## config.mk

```make
export PLATFORM = sky130hd
export DESIGN_NAME = np_uart_rx_flat
export DESIGN_NICKNAME = d
export VERILOG_FILES = /design/src/rtl/np_uart_rx_pkg.sv /design/src/rtl/np_uart_rx_if.sv /design/src/rtl/np_bit_sync.sv /design/src/rtl/np_uart_rx.sv /design/src/flat_wrapper.sv
export SDC_FILE = /design/constraint.sdc
export NUM_CORES = 1
export LEC_CHECK = 0
export ABC_AREA = 1
export BUFFER_PORTS_ARGS = -buffer_cell sky130_fd_sc_hd__buf_2
export CAP_MARGIN = 15
export CORE_ASPECT_RATIO = 1.1
export CORE_MARGIN = 3
export CORE_UTILIZATION = 26
export CTS_CLUSTER_DIAMETER = 60
export DETAILED_ROUTE_END_ITERATION = 8
export GPL_TIMING_DRIVEN = 0
export PLACE_DENSITY_LB_ADDON = 0.05
export SYNTH_ARGS = -nofsm -noshare
export SYNTH_HDL_FRONTEND = slang
export SYNTH_SLANG_ARGS = --single-unit
```

## constraint.sdc

```tcl
create_clock -name clk -period 3 [get_ports clk]
set_input_delay 0.3 -clock clk [delete_from_list [all_inputs] [get_ports clk]]
set_output_delay 0.3 -clock clk [all_outputs]
set_load 0.02 [all_outputs]
```

## src/rtl/np_uart_rx_pkg.sv

```systemverilog
// ============================================================================
// Module      : np_uart_rx_pkg
// Description : Shared UART timing constants and receiver state encodings.
// Revision    : 1.0 - initial release
// ============================================================================
`default_nettype none

package np_uart_rx_pkg;

    localparam int CLK_FREQ_HZ          = 100_000_000;
    localparam int BAUD                 = 115_200;
    // Shared with np_uart_tx so both directions derive identical bit timing.
    localparam int DEFAULT_CLKS_PER_BIT = CLK_FREQ_HZ / BAUD;

    typedef enum logic [2:0] {
        ST_IDLE      = 3'd0,
        ST_START     = 3'd1,
        ST_DATA      = 3'd2,
        ST_STOP      = 3'd3,
        ST_WAIT_IDLE = 3'd4
    } rx_state_t;

endpackage

`default_nettype wire

```

## src/rtl/np_uart_rx_if.sv

```systemverilog
// ============================================================================
// Module      : np_uart_rx_if
// Description : Byte valid/ready handshake plus error pulses from the receiver.
// Revision    : 1.0 - initial release
// ============================================================================
`default_nettype none

interface np_uart_rx_if #(
    parameter int DATA_BITS = 8
);
    logic [DATA_BITS-1:0] data;
    logic                 data_valid;
    logic                 data_ready;
    logic                 frame_err;
    logic                 overrun;

    modport master (
        output data,
        output data_valid,
        output frame_err,
        output overrun,
        input  data_ready
    );

    modport slave (
        input  data,
        input  data_valid,
        input  frame_err,
        input  overrun,
        output data_ready
    );
endinterface

`default_nettype wire

```

## src/rtl/np_bit_sync.sv

```systemverilog
// ============================================================================
// Module      : np_bit_sync
// Description : Two-flop synchroniser for an asynchronous pin, reset value set
//               by parameter.
// Revision    : 1.0 - initial release
// ============================================================================
`default_nettype none

module np_bit_sync #(
    parameter logic RESET_VAL = 1'b1
) (
    input  wire logic clk,
    input  wire logic rst_n,
    input  wire logic d,
    output logic      q
);

    logic r_meta;
    logic r_sync;

    always_ff @(posedge clk or negedge rst_n) begin
        if (!rst_n) begin
            r_meta <= RESET_VAL;
            r_sync <= RESET_VAL;
        end else begin
            r_meta <= d;
            r_sync <= r_meta;
        end
    end

    assign q = r_sync;

endmodule

`default_nettype wire

```

## src/rtl/np_uart_rx.sv

```systemverilog
// ============================================================================
// Module      : np_uart_rx
// Description : 8N1-style serial receiver with a one-entry valid/ready holding
//               register and single-cycle framing/overrun pulses.
// Revision    : 1.0 - initial release
// ============================================================================
`default_nettype none

module np_uart_rx
    import np_uart_rx_pkg::*;
#(
    parameter int CLKS_PER_BIT = DEFAULT_CLKS_PER_BIT,
    parameter int DATA_BITS    = 8
) (
    input  wire logic     clk,
    input  wire logic     rst_n,
    input  wire logic     serial_rx,
    np_uart_rx_if.master  rx_bus
);

    localparam int CW = $clog2(CLKS_PER_BIT);
    localparam int BW = $clog2(DATA_BITS + 1);

    localparam logic [CW-1:0] c_bit_last  = CW'(CLKS_PER_BIT - 1);
    localparam logic [CW-1:0] c_half_last = CW'(CLKS_PER_BIT / 2 - 1);
    localparam logic [BW-1:0] c_bits_last = BW'(DATA_BITS - 1);

    logic                 w_rx_s;
    rx_state_t            r_state;
    logic [CW-1:0]        r_clk_cnt;
    logic [BW-1:0]        r_bit_cnt;
    logic [DATA_BITS-1:0] r_shift;
    logic                 r_done;
    logic                 r_frame_err;
    logic [DATA_BITS-1:0] r_data;
    logic                 r_valid;
    logic                 r_overrun;

    np_bit_sync #(
        .RESET_VAL (1'b1)
    ) u_rx_sync (
        .clk   (clk),
        .rst_n (rst_n),
        .d     (serial_rx),
        .q     (w_rx_s)
    );

    always_ff @(posedge clk or negedge rst_n) begin
        if (!rst_n) begin
            r_state     <= ST_IDLE;
            r_clk_cnt   <= '0;
            r_bit_cnt   <= '0;
            r_shift     <= '0;
            r_done      <= 1'b0;
            r_frame_err <= 1'b0;
        end else begin
            r_done      <= 1'b0;
            r_frame_err <= 1'b0;
            case (r_state)
                ST_IDLE: begin
                    r_clk_cnt <= '0;
                    r_bit_cnt <= '0;
                    if (!w_rx_s) r_state <= ST_START;
                end
                ST_START: begin
                    // Mid-start-bit check rejects short glitches silently.
                    if (r_clk_cnt == c_half_last) begin
                        r_clk_cnt <= '0;
                        r_state   <= w_rx_s ? ST_IDLE : ST_DATA;
                    end else begin
                        r_clk_cnt <= r_clk_cnt + CW'(1);
                    end
                end
                ST_DATA: begin
                    if (r_clk_cnt == c_bit_last) begin
                        r_clk_cnt <= '0;
                        r_shift   <= {w_rx_s, r_shift[DATA_BITS-1:1]};
                        if (r_bit_cnt == c_bits_last) begin
                            r_bit_cnt <= '0;
                            r_state   <= ST_STOP;
                        end else begin
                            r_bit_cnt <= r_bit_cnt + BW'(1);
                        end
                    end else begin
                        r_clk_cnt <= r_clk_cnt + CW'(1);
                    end
                end
                ST_STOP: begin
                    if (r_clk_cnt == c_bit_last) begin
                        r_clk_cnt <= '0;
                        if (w_rx_s) begin
                            r_done  <= 1'b1;
                            r_state <= ST_IDLE;
                        end else begin
                            r_frame_err <= 1'b1;
                            r_state     <= ST_WAIT_IDLE;
                        end
                    end else begin
                        r_clk_cnt <= r_clk_cnt + CW'(1);
                    end
                end
                ST_WAIT_IDLE: begin
                    if (w_rx_s) r_state <= ST_IDLE;
                end
                default: r_state <= ST_IDLE;
            endcase
        end
    end

    // A pop and a fresh byte on the same edge keep valid high with new data.
    always_ff @(posedge clk or negedge rst_n) begin
        if (!rst_n) begin
            r_data    <= '0;
            r_valid   <= 1'b0;
            r_overrun <= 1'b0;
        end else begin
            r_overrun <= 1'b0;
            if (r_done) begin
                if (!r_valid || rx_bus.data_ready) begin
                    r_data  <= r_shift;
                    r_valid <= 1'b1;
                end else begin
                    r_overrun <= 1'b1;
                end
            end else if (r_valid && rx_bus.data_ready) begin
                r_valid <= 1'b0;
            end
        end
    end

    assign rx_bus.data       = r_data;
    assign rx_bus.data_valid = r_valid;
    assign rx_bus.frame_err  = r_frame_err;
    assign rx_bus.overrun    = r_overrun;

endmodule

`default_nettype wire

```

## src/flat_wrapper.sv

```systemverilog
// flat-port wrapper written by rule: the top's interface ports become plain ports
module np_uart_rx_flat import np_uart_rx_pkg::*;
#(
    parameter int CLKS_PER_BIT = DEFAULT_CLKS_PER_BIT,
    parameter int DATA_BITS    = 8
)
  (clk, rst_n, serial_rx, rx_bus_data, rx_bus_data_valid, rx_bus_frame_err, rx_bus_overrun, rx_bus_data_ready);
  np_uart_rx_if #(.DATA_BITS(DATA_BITS)) rx_bus_i ();
  input  wire logic clk;
  input  wire logic rst_n;
  input  wire logic serial_rx;
  output wire logic [$bits(rx_bus_i.data)-1:0] rx_bus_data;
  output wire logic [$bits(rx_bus_i.data_valid)-1:0] rx_bus_data_valid;
  output wire logic [$bits(rx_bus_i.frame_err)-1:0] rx_bus_frame_err;
  output wire logic [$bits(rx_bus_i.overrun)-1:0] rx_bus_overrun;
  input wire logic [$bits(rx_bus_i.data_ready)-1:0] rx_bus_data_ready;
  assign rx_bus_data = rx_bus_i.data;
  assign rx_bus_data_valid = rx_bus_i.data_valid;
  assign rx_bus_frame_err = rx_bus_i.frame_err;
  assign rx_bus_overrun = rx_bus_i.overrun;
  assign rx_bus_i.data_ready = rx_bus_data_ready;
  np_uart_rx #(.CLKS_PER_BIT(CLKS_PER_BIT), .DATA_BITS(DATA_BITS)) u_core (.clk(clk), .rst_n(rst_n), .serial_rx(serial_rx), .rx_bus(rx_bus_i));
endmodule
```

After elaboration in Yosys (flattened, before gate mapping)
Index checks and enable logic that the tools add are counted.
- logic and storage cells: 66
- output and inout port bits: 11
- bits of input ports: 4
- register bits: 39
- reduce and logical (&&, ||, !) cells: 13
- multiplexer cells: 26
- add/sub/neg operators: 2
- equal/unequal tests: 14
- operator list (kind ; number):
    case mux 10 bit (3 select lines) ; 1
    2-to-1 mux 3 bit ; 7
    2-to-1 mux 10 bit ; 2
    case mux 3 bit (5 select lines) ; 1
    2-to-1 mux 1 bit ; 11
    adder 10 x 1 -> 10 bit, second input constant ; 1
    equality test 10 bit, second input constant ; 1
    equality test 10 x 9 -> 1 bit, second input constant ; 1
    2-to-1 mux 4 bit ; 2
    != test 2 x 1 -> 1 bit, second input constant ; 4
    case mux 4 bit (2 select lines) ; 1
    AND reduction 2 bit ; 4
    equality test 3 x 2 -> 1 bit, second input constant ; 2
    != test 2 bit, second input constant ; 3
    AND reduction 6 bit ; 1
    adder 4 x 1 -> 4 bit, second input constant ; 1
    equality test 4 x 3 -> 1 bit, second input constant ; 1
    nonzero test 2 bit ; 2
    equality test 3 x 1 -> 1 bit, second input constant ; 1
    equality test 3 bit, second input constant ; 1
    logical NOT 3 bit ; 1
    nonzero test 3 bit ; 1
    2-to-1 mux 2 bit ; 1
    OR reduction 2 bit ; 1
    3 further kinds ; 3

Logic depth before layout (Yosys ltp)
- depth after elaboration: 4
- mapped depth: 9
- gate-level depth less buffers: 9

By module
A second synthesis with hierarchy kept.
- cells, all modules: 240
- area, all modules: 1996.9 um2
- by module, submodules not included (module ; seq. area each (um2) ; times used ; cells an instance ; area each (um2)):
    np_uart_rx ; 925.9 ; 1 ; 238 ; 1944.4
    np_bit_sync ; 52.6 ; 1 ; 2 ; 52.6

Least setup slack after synthesis
Ideal clock, no wire load.
- path kind: reg2reg
- start: register u_core.r_clk_cnt[0]
- end: register u_core.r_bit_cnt[1]
- data required time: 2883 ps
- library setup time: 117 ps
- setup slack: 1628 ps
- buffers on the path: 1
- stages on the path, launching flop included: 8
- data arrival time: 1255 ps
- period minus slack after synthesis: 1372 ps
- cell sequence: dfrtp_1 > ha_1 > nand3_1 > nor2_2 > nand3_4 > buf_6 > nand3_1 > nand2_1
- word-level cells in the longest chain between the ends: 3
- RTL lines (item ; RTL line ; RTL):
    from (decl) ; np_uart_rx.sv:30 ; logic [CW-1:0] r_clk_cnt;
    from (signal assigned) ; np_uart_rx.sv:71 ; r_clk_cnt <= r_clk_cnt + CW'(1);
    from (signal assigned) ; np_uart_rx.sv:85 ; r_clk_cnt <= r_clk_cnt + CW'(1);
    from (signal assigned) ; np_uart_rx.sv:99 ; r_clk_cnt <= r_clk_cnt + CW'(1);
    equality test 10 bit ; np_uart_rx.sv:75 ; if (r_clk_cnt == c_bit_last) begin
    != test 2 x 1 -> 1 bit (no line) ; n/a ;
    AND reduction 2 bit (no line) ; n/a ;
    to (signal assigned) ; np_uart_rx.sv:82 ; r_bit_cnt <= r_bit_cnt + BW'(1);
    to (decl) ; np_uart_rx.sv:31 ; logic [BW-1:0] r_bit_cnt;
Every way passes these cells.
A chain may end at the register's enable or synchronous reset.

Final worst setup path
- start: register u_core.r_clk_cnt[0]
- end: register u_core.r_clk_cnt[8]
- word-level cells in the longest chain between the ends: 3
- elaborated cells on any way between the ends: 6
- classes of those cells: add/sub: 1; eq/ne: 2; mux: 3
- RTL lines (item ; RTL line ; RTL):
    adder 10 x 1 -> 10 bit (tied with other cells) ; np_uart_rx.sv:71, np_uart_rx.sv:85, np_uart_rx.sv:99 ;
    2-to-1 mux 10 bit, on equally long branches ; np_uart_rx.sv:75, np_uart_rx.sv:89, np_uart_rx.sv:67 ;
    case mux 10 bit (3 select lines) (*) ; np_uart_rx.sv:59 ; case (r_state)
Mark *: on every way between the ends. The rest lies on a longest branch, timed or not.

==> results.toml <==
[critical_path]
rr_worst_depth = 8
ff2ff_setup_slack_ns = 1.39
path_class = "flip-flop to flip-flop"
critPathRequiredTime_ns = 3.19
crit_top_cell = "nand2_1"
path_cells = "ha_1, nand3_1, nor2_2, nand2_1, nand2_1, nand2_2, nand3_1, nand2_1"
rr_startpoint = "u_core.r_clk_cnt[0]$_DFFE_PN0P_"
arrival_ns = 1.80
cp-end-kind = "flip-flop"
reg2reg_to = "u_core.r_clk_cnt[8]$_DFFE_PN0P_"
crit_slowest_cell = "dfrtp_1"
crit_fanout = 6
cpPeakStageDelay_ns = 0.40
crit_path_start_kind = "flip-flop"

[global_route]
grt_pass1_vias = 1591
grt_max_degree = 40
grt_pass1_wl_um = 7620
grt_usage = 0.107
grt.overflow.total = 0
antenna_found_initial = 0

[sta]
hold-worst-slack_ns = 0.100
hold_viol = 0
final-setup-viol-count = 0
relSlewSlack = 0.397
worst_pin_slew_ns = 0.904
fin_skew_ns = 0.00555
slew_violations = 0
fin_crit_ns = 1.61
finalSetupTns_ns = 0
rsz0062_at_grt = "no"
fin_crit_sh = 0.537
max_freq_mhz = 621

[synth]
synthCells = 251
seq_area_frac_synth = 0.484
synth_area_um2 = 2020
syn_area_per_cell_um2 = 8.06
ys_seq_elements = 39
yosys.cell_types.count = 30
syn-num-nets = 258
yosys_warnings = 0
synth_largest_area_cell = "dfrtp_1"
yosysTopAreaCellShare = 0.458
synthTopCellsByArea = "dfrtp_1 46%, nand2_1 13%, inv_1 6.1%"

[clock_tree]
post_cts_resized = 0
insertion_delay_ns = 0.29
cts_buffer_depth = 2
postCtsSetupBuffers = 0
cts_made_buffers = 5
clk_pin_slew_worst_paths_ns = 0.08
clock_sinks = 39
cts_tree = "built"
root_buffer = "clkbuf_8"
htree_num_levels = 2
hold_buffers = 0

[placed_design]
io_buffers = 14
dpl.cell_count = 370
gp_congestion = 0.786
hpwl_um = 3150

[routing]
wl_per_cell_um = 11.5
detail-route-antenna-nets = 0
drcViolationCount = 0
drtIter0Drc = 20
routed_wl_um = 4340
first_pass_iters = 4
vias = 1565
vias_per_cell = 4.14

[finish]
drive_above_1_share = 0.187
final_common_cell = "nand2_1"
nets = 279
layout_common_cells = "69 x nand2_1, 37 x dfrtp_1, 33 x inv_1, 33 x nor2_1, 19 x nand3_1"
stdcell_count = 378
diodes = 0
synthToLayoutAreaGrowth_pct = 15.8
nFillCells = 826

[power_and_ir_drop]
ir_drop_v = 0.000191
leakage_nw = 1.16
power_density_nw_per_um2 = 430

[min_path]
min_path_cells = 1
min_path_type = "input pin to flip-flop"
holdCritStartpoint = "serial_rx"
hold_path_end = "u_core.u_rx_sync.r_meta$_DFF_PN1_"

[job]
maxCapViolations = 0

[outcome]
run_status = "complete, no violations"

[floorplan]
num_rows = 33
initial_core_util = 0.269
die_area_um2 = 8880
die_h_um = 98.5
core_region_area_um2 = 7510
ios = 15
die_x_um = 90.1
==> worst max path at each step <==
stage / slack, ns / to / startpoint
after floorplan: 1.63 / u_core.r_bit_cnt[1]$_DFFE_PN0P_ / u_core.r_clk_cnt[0]$_DFFE_PN0P_
after global placement: 1.36 / u_core.r_clk_cnt[8]$_DFFE_PN0P_ / u_core.r_clk_cnt[0]$_DFFE_PN0P_
after detailed placement: 1.37 / u_core.r_clk_cnt[8]$_DFFE_PN0P_ / u_core.r_clk_cnt[0]$_DFFE_PN0P_
after CTS: 1.35 / u_core.r_clk_cnt[8]$_DFFE_PN0P_ / u_core.r_clk_cnt[0]$_DFFE_PN0P_
after global routing: 1.15 / u_core.r_clk_cnt[3]$_DFFE_PN0P_ / u_core.r_clk_cnt[0]$_DFFE_PN0P_
final: 1.39 / u_core.r_clk_cnt[8]$_DFFE_PN0P_ / u_core.r_clk_cnt[0]$_DFFE_PN0P_
==> final cells by class <==
cell class / count / area, um^2 / share of cell area
plain buffers: 3 / 26.3 / 0.0112
clock inverters: 2 / 35.0 / 0.0150
repair buffers: 14 / 70.1 / 0.0299
clock buffers: 6 / 82.6 / 0.0353
inverters: 37 / 144 / 0.0614
flip-flops and latches: 39 / 978 / 0.418
well taps: 105 / 131 / 0.0561
multi-input cells: 172 / 875 / 0.373
==> cell families after synthesis <==
| kind of cell | Yosys count | share of synthesized area |
|---|---|---|
| XOR/XNOR | 2 | 0.00866 |
| buffers and inverters | 40 | 0.0841 |
| flip-flops | 39 | 0.484 |
| AO/OA/AOI/OAI | 24 | 0.0785 |
| AND/OR/NAND/NOR | 142 | 0.321 |
| adder cells (fa/ha/maj) | 3 | 0.0186 |
| multiplexers | 1 | 0.00557 |
==> metal layers <==
metal  wire length (um)  track usage  vias up
li1                   -            -      832
met3                119       0.0275        5
met5                  0            0        -
met4                 71       0.0412        0
met2               2130        0.184       16
met1               2020        0.128      712
==> flip-flops by register name, summed over array words and instances (netlist names) <==
name,count
u_core.r_clk_cnt,10
u_core.r_shift,8
u_core.rx_bus.data,8
u_core.r_bit_cnt,4
u_core.r_state,3
u_core.r_done,1
u_core.rx_bus.data_valid,1
u_core.rx_bus.frame_err,1
u_core.rx_bus.overrun,1
u_core.u_rx_sync.q,1
u_core.u_rx_sync.r_meta,1
==> synthesized netlist by cell type, drive strengths merged <==
master	n
or2	1
mux2	1
clkbuf	1
nand4	5
xor2	2
inv	37
a21oi	8
nor3b	1
nand2	74
ha	3
nand3	21
nand3b	1
o211ai	2
nor2	36
o21ai	14
nor3	3
dfstp	2
dfrtp	37
buf	2
==> where the power goes <==
group | leakage (nW) | switching, mW | internal [mW]
combinational | 0.579 | 0.0122 | 0.00197
sequential | 0.523 | 0.000775 | 0.528
clock | 0.0612 | 0.195 | 0.269
==> critical path, delay by kind of cell (launching register included) <==
family | cells | cell delay, ns
flip-flops | 1 | 0.40
AND/OR/NAND/NOR | 7 | 0.84
adder cells (fa/ha/maj) | 1 | 0.27
==> per-stage QoR <==
| step | setup slack (ns) | area, um^2 | utilization | total power [mW] |
|---|---|---|---|---|
| after floorplan | 1.63 | 2020 | - | 0.541 |
| after CTS | 1.35 | 2340 | 0.312 | 1.03 |
| after detailed placement | 1.37 | 2220 | 0.296 | 0.555 |
| after global routing | 1.15 | 2340 | 0.312 | 1.05 |
| final | 1.39 | 2340 | 0.312 | 1.01 |
| after global placement | 1.36 | 2220 | 0.296 | 0.555 |
Note: power is estimated with default switching activity, not from simulation.
